File: src/rtl/pcma_eq_ctrl_if.sv
// Coefficient stream from the upstream coefficient source into the equalizer sequencer.
// Handshake: one word transfers on every rising clock edge where coe_vld and coe_rdy are
// both high. The source keeps coe_data stable and coe_vld high until the word is taken.
// The only exception is an aborted sequence, where the source may withdraw the word.
// coe_rdy may depend combinationally on the sink's own inputs but never on coe_vld.
interface pcma_eq_ctrl_if #(
  parameter int W = 24
);
  logic         coe_vld;
  logic [W-1:0] coe_data;
  logic         coe_rdy;

  modport master (output coe_vld, output coe_data, input coe_rdy);
  modport slave  (input coe_vld, input coe_data, output coe_rdy);
endinterface

File: src/rtl/pcma_eq_ctrl.sv
// pcma_eq_ctrl: start/train/track sequencer for the PCMA complex LMS equalizer.
// IDLE -> PRESET or LOAD -> SETTLE -> TRAIN -> TRACK; i_stop returns to IDLE from any state.
// Optional macro PCMA_EQ_CTRL_TIMEOUT_EN adds a LOAD watchdog that aborts to IDLE and
// raises the sticky o_err flag after LOAD_TIMEOUT cycles without a coefficient handshake.
module pcma_eq_ctrl #(
  parameter int EQ_LEN         = 17,
  parameter int FULL_COE_WIDTH = 24,
  parameter int NORM_WIDTH     = 10
`ifdef PCMA_EQ_CTRL_TIMEOUT_EN
  ,
  parameter int LOAD_TIMEOUT   = 1023
`endif
) (
  input  logic                      clk,
  input  logic                      reset_n,
  input  logic                      i_start,
  input  logic                      i_mode,
  input  logic                      i_stop,
  input  logic [7:0]                i_settle_len,
  input  logic [15:0]               i_train_len,
  input  logic [NORM_WIDTH-1:0]     i_train_norm,
  input  logic [NORM_WIDTH-1:0]     i_track_norm,
  pcma_eq_ctrl_if.slave             s_coe,
  input  logic                      i_sym_vld,
  output logic                      o_preset_coe,
  output logic                      o_load_coe,
  output logic [FULL_COE_WIDTH-1:0] o_init_coe,
  output logic                      o_teach_en,
  output logic [NORM_WIDTH-1:0]     o_norm_per,
  output logic [2:0]                o_state,
  output logic                      o_trained,
  output logic                      o_err
);

  typedef enum logic [2:0] {
    ST_IDLE   = 3'd0,
    ST_PRESET = 3'd1,
    ST_LOAD   = 3'd2,
    ST_SETTLE = 3'd3,
    ST_TRAIN  = 3'd4,
    ST_TRACK  = 3'd5
  } state_t;

  localparam int BEAT_W = (EQ_LEN > 1) ? $clog2(EQ_LEN + 1) : 1;
  localparam logic [BEAT_W-1:0] BEAT_LAST = BEAT_W'(EQ_LEN - 1);

  state_t                state;
  logic [BEAT_W-1:0]     beat_cnt;
  logic [15:0]           sym_cnt;
  logic [15:0]           sym_nxt;
  logic [7:0]            settle_len;
  logic [15:0]           train_len;
  logic [NORM_WIDTH-1:0] train_norm;
  logic [NORM_WIDTH-1:0] track_norm;
  logic                  coe_hs;

`ifdef PCMA_EQ_CTRL_TIMEOUT_EN
  localparam int TO_W = (LOAD_TIMEOUT > 1) ? $clog2(LOAD_TIMEOUT) : 1;
  localparam logic [TO_W-1:0] TO_LAST = TO_W'(LOAD_TIMEOUT - 1);
  logic [TO_W-1:0] to_cnt;
`else
  // Without the watchdog a load can never fail.
  assign o_err = 1'b0;
`endif

  // Ready only while loading; a stop request withdraws it in the same cycle.
  assign s_coe.coe_rdy = (state == ST_LOAD) && !i_stop;
  assign coe_hs        = s_coe.coe_vld && s_coe.coe_rdy;
  assign o_state       = state;

  // Symbol count that sticks at all-ones instead of wrapping.
  assign sym_nxt = (sym_cnt == 16'hFFFF) ? sym_cnt : sym_cnt + 16'd1;

  // Sequencer: state, symbol/beat counters, latched configuration and registered outputs.
  always_ff @(posedge clk or negedge reset_n) begin
    if (!reset_n) begin
      state        <= ST_IDLE;
      beat_cnt     <= '0;
      sym_cnt      <= '0;
      settle_len   <= '0;
      train_len    <= '0;
      train_norm   <= '0;
      track_norm   <= '0;
      o_preset_coe <= 1'b0;
      o_load_coe   <= 1'b0;
      o_init_coe   <= '0;
      o_teach_en   <= 1'b0;
      o_norm_per   <= '0;
      o_trained    <= 1'b0;
`ifdef PCMA_EQ_CTRL_TIMEOUT_EN
      to_cnt       <= '0;
      o_err        <= 1'b0;
`endif
    end else begin
      o_preset_coe <= 1'b0;
      o_load_coe   <= 1'b0;
      if (state != ST_IDLE && i_stop) begin
        // Freeze: adaptation off, coefficients and period left where they are.
        state      <= ST_IDLE;
        beat_cnt   <= '0;
        sym_cnt    <= '0;
        o_teach_en <= 1'b0;
        o_trained  <= 1'b0;
      end else begin
        case (state)
          ST_IDLE: begin
            if (i_start && !i_stop) begin
              settle_len <= i_settle_len;
              train_len  <= i_train_len;
              train_norm <= i_train_norm;
              track_norm <= i_track_norm;
              beat_cnt   <= '0;
              sym_cnt    <= '0;
`ifdef PCMA_EQ_CTRL_TIMEOUT_EN
              to_cnt     <= '0;
              o_err      <= 1'b0;
`endif
              if (i_mode) begin
                state <= ST_LOAD;
              end else begin
                state        <= ST_PRESET;
                o_preset_coe <= 1'b1;
              end
            end
          end
          ST_PRESET: begin
            state   <= ST_SETTLE;
            sym_cnt <= '0;
          end
          ST_LOAD: begin
            if (coe_hs) begin
              o_load_coe <= 1'b1;
              o_init_coe <= s_coe.coe_data;
              if (beat_cnt == BEAT_LAST) begin
                beat_cnt <= '0;
                sym_cnt  <= '0;
                state    <= ST_SETTLE;
              end else begin
                beat_cnt <= beat_cnt + BEAT_W'(1);
              end
`ifdef PCMA_EQ_CTRL_TIMEOUT_EN
              to_cnt <= '0;
            end else if (to_cnt == TO_LAST) begin
              to_cnt   <= '0;
              beat_cnt <= '0;
              o_err    <= 1'b1;
              state    <= ST_IDLE;
            end else begin
              to_cnt <= to_cnt + TO_W'(1);
`endif
            end
          end
          ST_SETTLE: begin
            if (settle_len == 8'd0) begin
              state      <= ST_TRAIN;
              sym_cnt    <= '0;
              o_teach_en <= 1'b1;
              o_norm_per <= train_norm;
            end else if (i_sym_vld) begin
              if (sym_nxt == {8'd0, settle_len}) begin
                state      <= ST_TRAIN;
                sym_cnt    <= '0;
                o_teach_en <= 1'b1;
                o_norm_per <= train_norm;
              end else begin
                sym_cnt <= sym_nxt;
              end
            end
          end
          ST_TRAIN: begin
            if (train_len == 16'd0) begin
              state      <= ST_TRACK;
              sym_cnt    <= '0;
              o_norm_per <= track_norm;
              o_trained  <= 1'b1;
            end else if (i_sym_vld) begin
              if (sym_nxt == train_len) begin
                state      <= ST_TRACK;
                sym_cnt    <= '0;
                o_norm_per <= track_norm;
                o_trained  <= 1'b1;
              end else begin
                sym_cnt <= sym_nxt;
              end
            end
          end
          ST_TRACK: begin
            if (i_sym_vld) begin
              sym_cnt <= sym_nxt;
            end
          end
          default: begin
            state <= ST_IDLE;
          end
        endcase
      end
    end
  end

endmodule

File: src/flat_wrapper.sv
// flat-port wrapper written by rule: the top's interface ports become plain ports
module pcma_eq_ctrl_flat 
#(
  parameter int EQ_LEN         = 17,
  parameter int FULL_COE_WIDTH = 24,
  parameter int NORM_WIDTH     = 10

)
  (clk, reset_n, i_start, i_mode, i_stop, i_settle_len, i_train_len, i_train_norm, i_track_norm, i_sym_vld, o_preset_coe, o_load_coe, o_init_coe, o_teach_en, o_norm_per, o_state, o_trained, o_err, s_coe_coe_vld, s_coe_coe_data, s_coe_coe_rdy);
  pcma_eq_ctrl_if #(.W((24))) s_coe_i ();
  input  logic clk;
  input  logic reset_n;
  input  logic i_start;
  input  logic i_mode;
  input  logic i_stop;
  input  logic [7:0] i_settle_len;
  input  logic [15:0] i_train_len;
  input  logic [NORM_WIDTH-1:0] i_train_norm;
  input  logic [NORM_WIDTH-1:0] i_track_norm;
  input  logic i_sym_vld;
  output logic o_preset_coe;
  output logic o_load_coe;
  output logic [FULL_COE_WIDTH-1:0] o_init_coe;
  output logic o_teach_en;
  output logic [NORM_WIDTH-1:0] o_norm_per;
  output logic [2:0] o_state;
  output logic o_trained;
  output logic o_err;
  input wire logic [$bits(s_coe_i.coe_vld)-1:0] s_coe_coe_vld;
  input wire logic [$bits(s_coe_i.coe_data)-1:0] s_coe_coe_data;
  output wire logic [$bits(s_coe_i.coe_rdy)-1:0] s_coe_coe_rdy;
  assign s_coe_i.coe_vld = s_coe_coe_vld;
  assign s_coe_i.coe_data = s_coe_coe_data;
  assign s_coe_coe_rdy = s_coe_i.coe_rdy;
  pcma_eq_ctrl #(.EQ_LEN(EQ_LEN), .FULL_COE_WIDTH(FULL_COE_WIDTH), .NORM_WIDTH(NORM_WIDTH)) u_core (.clk(clk), .reset_n(reset_n), .i_start(i_start), .i_mode(i_mode), .i_stop(i_stop), .i_settle_len(i_settle_len), .i_train_len(i_train_len), .i_train_norm(i_train_norm), .i_track_norm(i_track_norm), .s_coe(s_coe_i), .i_sym_vld(i_sym_vld), .o_preset_coe(o_preset_coe), .o_load_coe(o_load_coe), .o_init_coe(o_init_coe), .o_teach_en(o_teach_en), .o_norm_per(o_norm_per), .o_state(o_state), .o_trained(o_trained), .o_err(o_err));
endmodule
File: config.mk
export PLATFORM = sky130hd
export DESIGN_NAME = pcma_eq_ctrl_flat
export DESIGN_NICKNAME = d
export VERILOG_FILES = /design/src/rtl/pcma_eq_ctrl_if.sv /design/src/rtl/pcma_eq_ctrl.sv /design/src/flat_wrapper.sv
export SDC_FILE = /design/constraint.sdc
export NUM_CORES = 1
export LEC_CHECK = 0
export ABC_AREA = 0
export BUFFER_PORTS_ARGS = -buffer_cell sky130_fd_sc_hd__buf_4
export CORE_UTILIZATION = 35
export DETAILED_ROUTE_END_ITERATION = 8
export GPL_TIMING_DRIVEN = 1
export PLACE_DENSITY = 0.55
export SETUP_SLACK_MARGIN = 0.3
export SLEW_MARGIN = 30
export SYNTH_ARGS = -nofsm -noshare
export SYNTH_HDL_FRONTEND = slang
export SYNTH_SLANG_ARGS = --single-unit
export TNS_END_PERCENT = 1
File: constraint.sdc
create_clock -name clk -period 3.1 [get_ports clk]
set_input_delay 0.31 -clock clk [delete_from_list [all_inputs] [get_ports clk]]
set_output_delay 0.31 -clock clk [all_outputs]
set_load 0.02 [all_outputs]
==> results.sh <==
export IMPL_grt_pass1_wl_um=25600
export IMPL_sw_frac_of_total_pct=36.2
export IMPL_core_area_sq_um=15900
export IMPL_maxCapViolations=0
export IMPL_required_ps=3340
export IMPL_violations="negative setup slack"
export IMPL_die_area_sq_um=16900
export IMPL_synthToLayoutAreaGrowth_pct=34.8
export IMPL_path_max_fanout=11
export IMPL_status="finished with violations"
export IMPL_synth_top_family_by_area="multiplexers"
export IMPL_clk_insertion_delay_late_ps=350
export IMPL_path_buf_inv=3
export IMPL_crit_family="compound AO/OA/AOI/OAI gates"
export IMPL_ant_nets=0
export IMPL_vias=4665
export IMPL_finalClockSkew_ps=11.0
export IMPL_drt_iter0_markers=268
export IMPL_grt_max_degree=52
export IMPL_synth_fa_ha_area_share_pct=0.656
export IMPL_final_util_pct=48.4
export IMPL_seq_area_frac_synth_pct=46.4
export IMPL_p_leak_uw=0.00352
export IMPL_grt_overflow=0
export IMPL_syn_num_nets=584
export IMPL_die_h_um=130
export IMPL_cts_tree="done"
export IMPL_setup_worst_path_end_class="flop"
export IMPL_synth_flop_cell="dfrtp_1"
export IMPL_fin_ws_ps=-125
export IMPL_ys_types=73
export IMPL_rsz0062_at_grt="true"
export IMPL_synth_xor_area_share_pct=4.29
export IMPL_fin_crit_sh_pct=104
export IMPL_crit_type="flop to flop"
export IMPL_grt_antenna_before_repair=0
export IMPL_grt_pass1_vias=4835
export IMPL_yosys_warnings=0
export IMPL_worstHoldPathType="primary input to async pin"
export IMPL_synthMuxAreaShare_pct=18.6
export IMPL_place_ws_ps=-234
export IMPL_wl_per_cell_um=17.4
export IMPL_ys_ff_latch=106
export IMPL_cp_cell_sequence="buf_4 -> and4_2 -> nand3_4 -> buf_4 -> o21a_1 -> or3_1 -> a21boi_1 -> o2111a_2 -> a21oi_2 -> o21bai_4 -> a2111oi_4 -> buf_12 -> mux2_1"
export IMPL_peakVddDrop_uv=455
export IMPL_fp_dieW_um=130
export IMPL_yosysTopAreaCellShare_pct=46.4
export IMPL_avgSynthCellArea_sq_um=11.3
export IMPL_p_switching_uw=2270
export IMPL_yosysTopAreaCell="dfrtp_1"
export IMPL_async_flop_share_pct=100
export IMPL_final_common_cell="buf_4"
export IMPL_synthSimpleGateAreaFrac_pct=14.4
export IMPL_syn_area_sq_um=5720
export IMPL_finalPower_uw=6270
export IMPL_vias_per_cell=5.18
export IMPL_synth_edff_count=0
export IMPL_cp_data_arrival_time_ps=3470
export IMPL_port_buffers=116
export IMPL_clkPwrFrac_pct=18.9
export IMPL_route_detailed_drc=0
export IMPL_fin_crit_ps=3230
export IMPL_slew_headroom_pct=51.9
export IMPL_cts_clk_slew_worst_paths_ps=70
export IMPL_p_int_uw=4000
export IMPL_p_comb_share_pct=43.6
export IMPL_cts_buffers=9
export IMPL_ys_top_cells_by_area="dfrtp_1, mux2_2, xnor2_1, mux2_4, nand2_1"
export IMPL_drv_slew=0
export IMPL_initial_core_util_pct=35.9
export IMPL_h_tree_depth=3
export IMPL_nets=757
export IMPL_drtPass1Iterations=4
export IMPL_crit_top_cell="buf_4"
export IMPL_diodes=0
export IMPL_holdWs_ps=8.41
export IMPL_clock_sinks=106
export IMPL_fmax_mhz=310
export IMPL_post_dp_hpwl_um=12000
export IMPL_clock_path_buffers=2
export IMPL_final_cell_mix="buf_4, dfrtp_1, mux2_2"
export IMPL_syn_inst=506
export IMPL_io_pins=118
export IMPL_synth_compound_area_share_pct=12.2
export IMPL_grt_usage_pct=20.0
export IMPL_hold_viol_final=0
export IMPL_cts_root_buffer="clkbuf_16"
export IMPL_p_seq_share_pct=37.5
export IMPL_drt_total_wl_um=15600
export IMPL_drive_gt1_share_pct=49.4
export IMPL_slowest_delay_ps=380
export IMPL_critPathSlowestCell="dfrtp_1"
export IMPL_place_gp_congestion=0.899
export IMPL_setup_violations=21
export IMPL_power_density_nw_per_um2=813
export IMPL_num_rows=46
export IMPL_tightest_slew_ps=721
export IMPL_setup_worst_path_start_class="flop"
## power by group through the flow
stage	logic (uW)	clock network, uW	registers (uW)
after detailed placement	2720	0	2380
after global placement	2690	0	2360
final	2730	1180	2350
after global routing	2950	1290	2430
after floorplan	1410	0	2550
after CTS	2750	1230	2360
## sequential cells by signal (all words and copies together), names as in the netlist
| name | count |
|---|---|
| u_core.o_init_coe | 24 |
| u_core.sym_cnt | 16 |
| u_core.train_len | 16 |
| u_core.o_norm_per | 10 |
| u_core.track_norm | 10 |
| u_core.train_norm | 10 |
| u_core.settle_len | 8 |
| u_core.beat_cnt | 5 |
| u_core.o_state | 3 |
| u_core.o_load_coe | 1 |
| u_core.o_preset_coe | 1 |
| u_core.o_teach_en | 1 |
| u_core.o_trained | 1 |
## metal layers
metal,GRT usage [%],vias up,wire [um]
li1,-,2193,-
met1,25.0,2302,6530
met2,32.5,150,7560
met3,5.90,20,1180
met4,7.59,0,354
met5,0,-,0
## synth_stat cells, drive strengths merged, types with 3 or more instances
master	count
a2111oi	4
a21oi	23
a22o	5
a31oi	3
and3	4
and4	4
buf	19
clkbuf	14
dfrtp	106
ha	3
inv	8
mux2	89
mux2i	3
nand2	33
nand2b	6
nand3	18
nand4	7
nor2	23
nor3	13
nor4	12
o211ai	3
o21a	4
o21ai	27
o31ai	4
or2	3
or3	3
or4	4
xnor2	17
xor2	11
## repair_timing
| action | 4_1_cts | 5_1_grt |
|---|---|---|
| resized for setup | 8 | 10 |
| pin swaps | 2 | 1 |
| buffers inserted | 1 | 0 |
| hold buffers | 0 | 0 |
| setup endpoints to repair | 29 | 29 |
## cell families after synthesis
group / Yosys count
and+or+nand+nor: 139
DFF: 106
AOI/OAI and AO/OA: 96
muxes: 92
buffers and inverters: 41
xor gates and xnor gates: 28
adders and majority gates: 3
other: 1
## final timing paths
path | start | end | slack (ps) | cells after the start
hold reg to reg | u_core.o_teach_en | u_core.o_teach_en | 500 | 1
setup / recovery | u_core.sym_cnt[1] | u_core.o_norm_per[9] | -130 | 13
min in group clk | i_mode | u_core.o_preset_coe | 130 | 2
hold / removal | reset_n | u_core.sym_cnt[3] | 8 | 1
setup reg to reg | u_core.sym_cnt[1] | u_core.o_norm_per[9] | -130 | 13
max in group asynchronous | reset_n | u_core.train_len[11] | 2360 | 2
## stage by stage
stage          cell area [sq um]  TNS, ps  cells
2_1_floorplan               5740        0    506
3_3_place_gp                7330    -3130    883
3_5_place_dp                7330    -4250    883
4_1_cts                     7670    -1580    900
5_1_grt                     7710    -4480    900
6_report                    7710    -1610    900
## area by class of cell
class	instances	area, sq um
Clock buffer	10	229
Clock inverter	6	78.8
Fill cell	1499	8230
Inverter	8	30.0
Multi-Input combinational cell	359	2960
Sequential cell	106	2650
Tap cell	216	270
Timing Repair Buffer	195	1490
(Power assumes the default switching activity.)
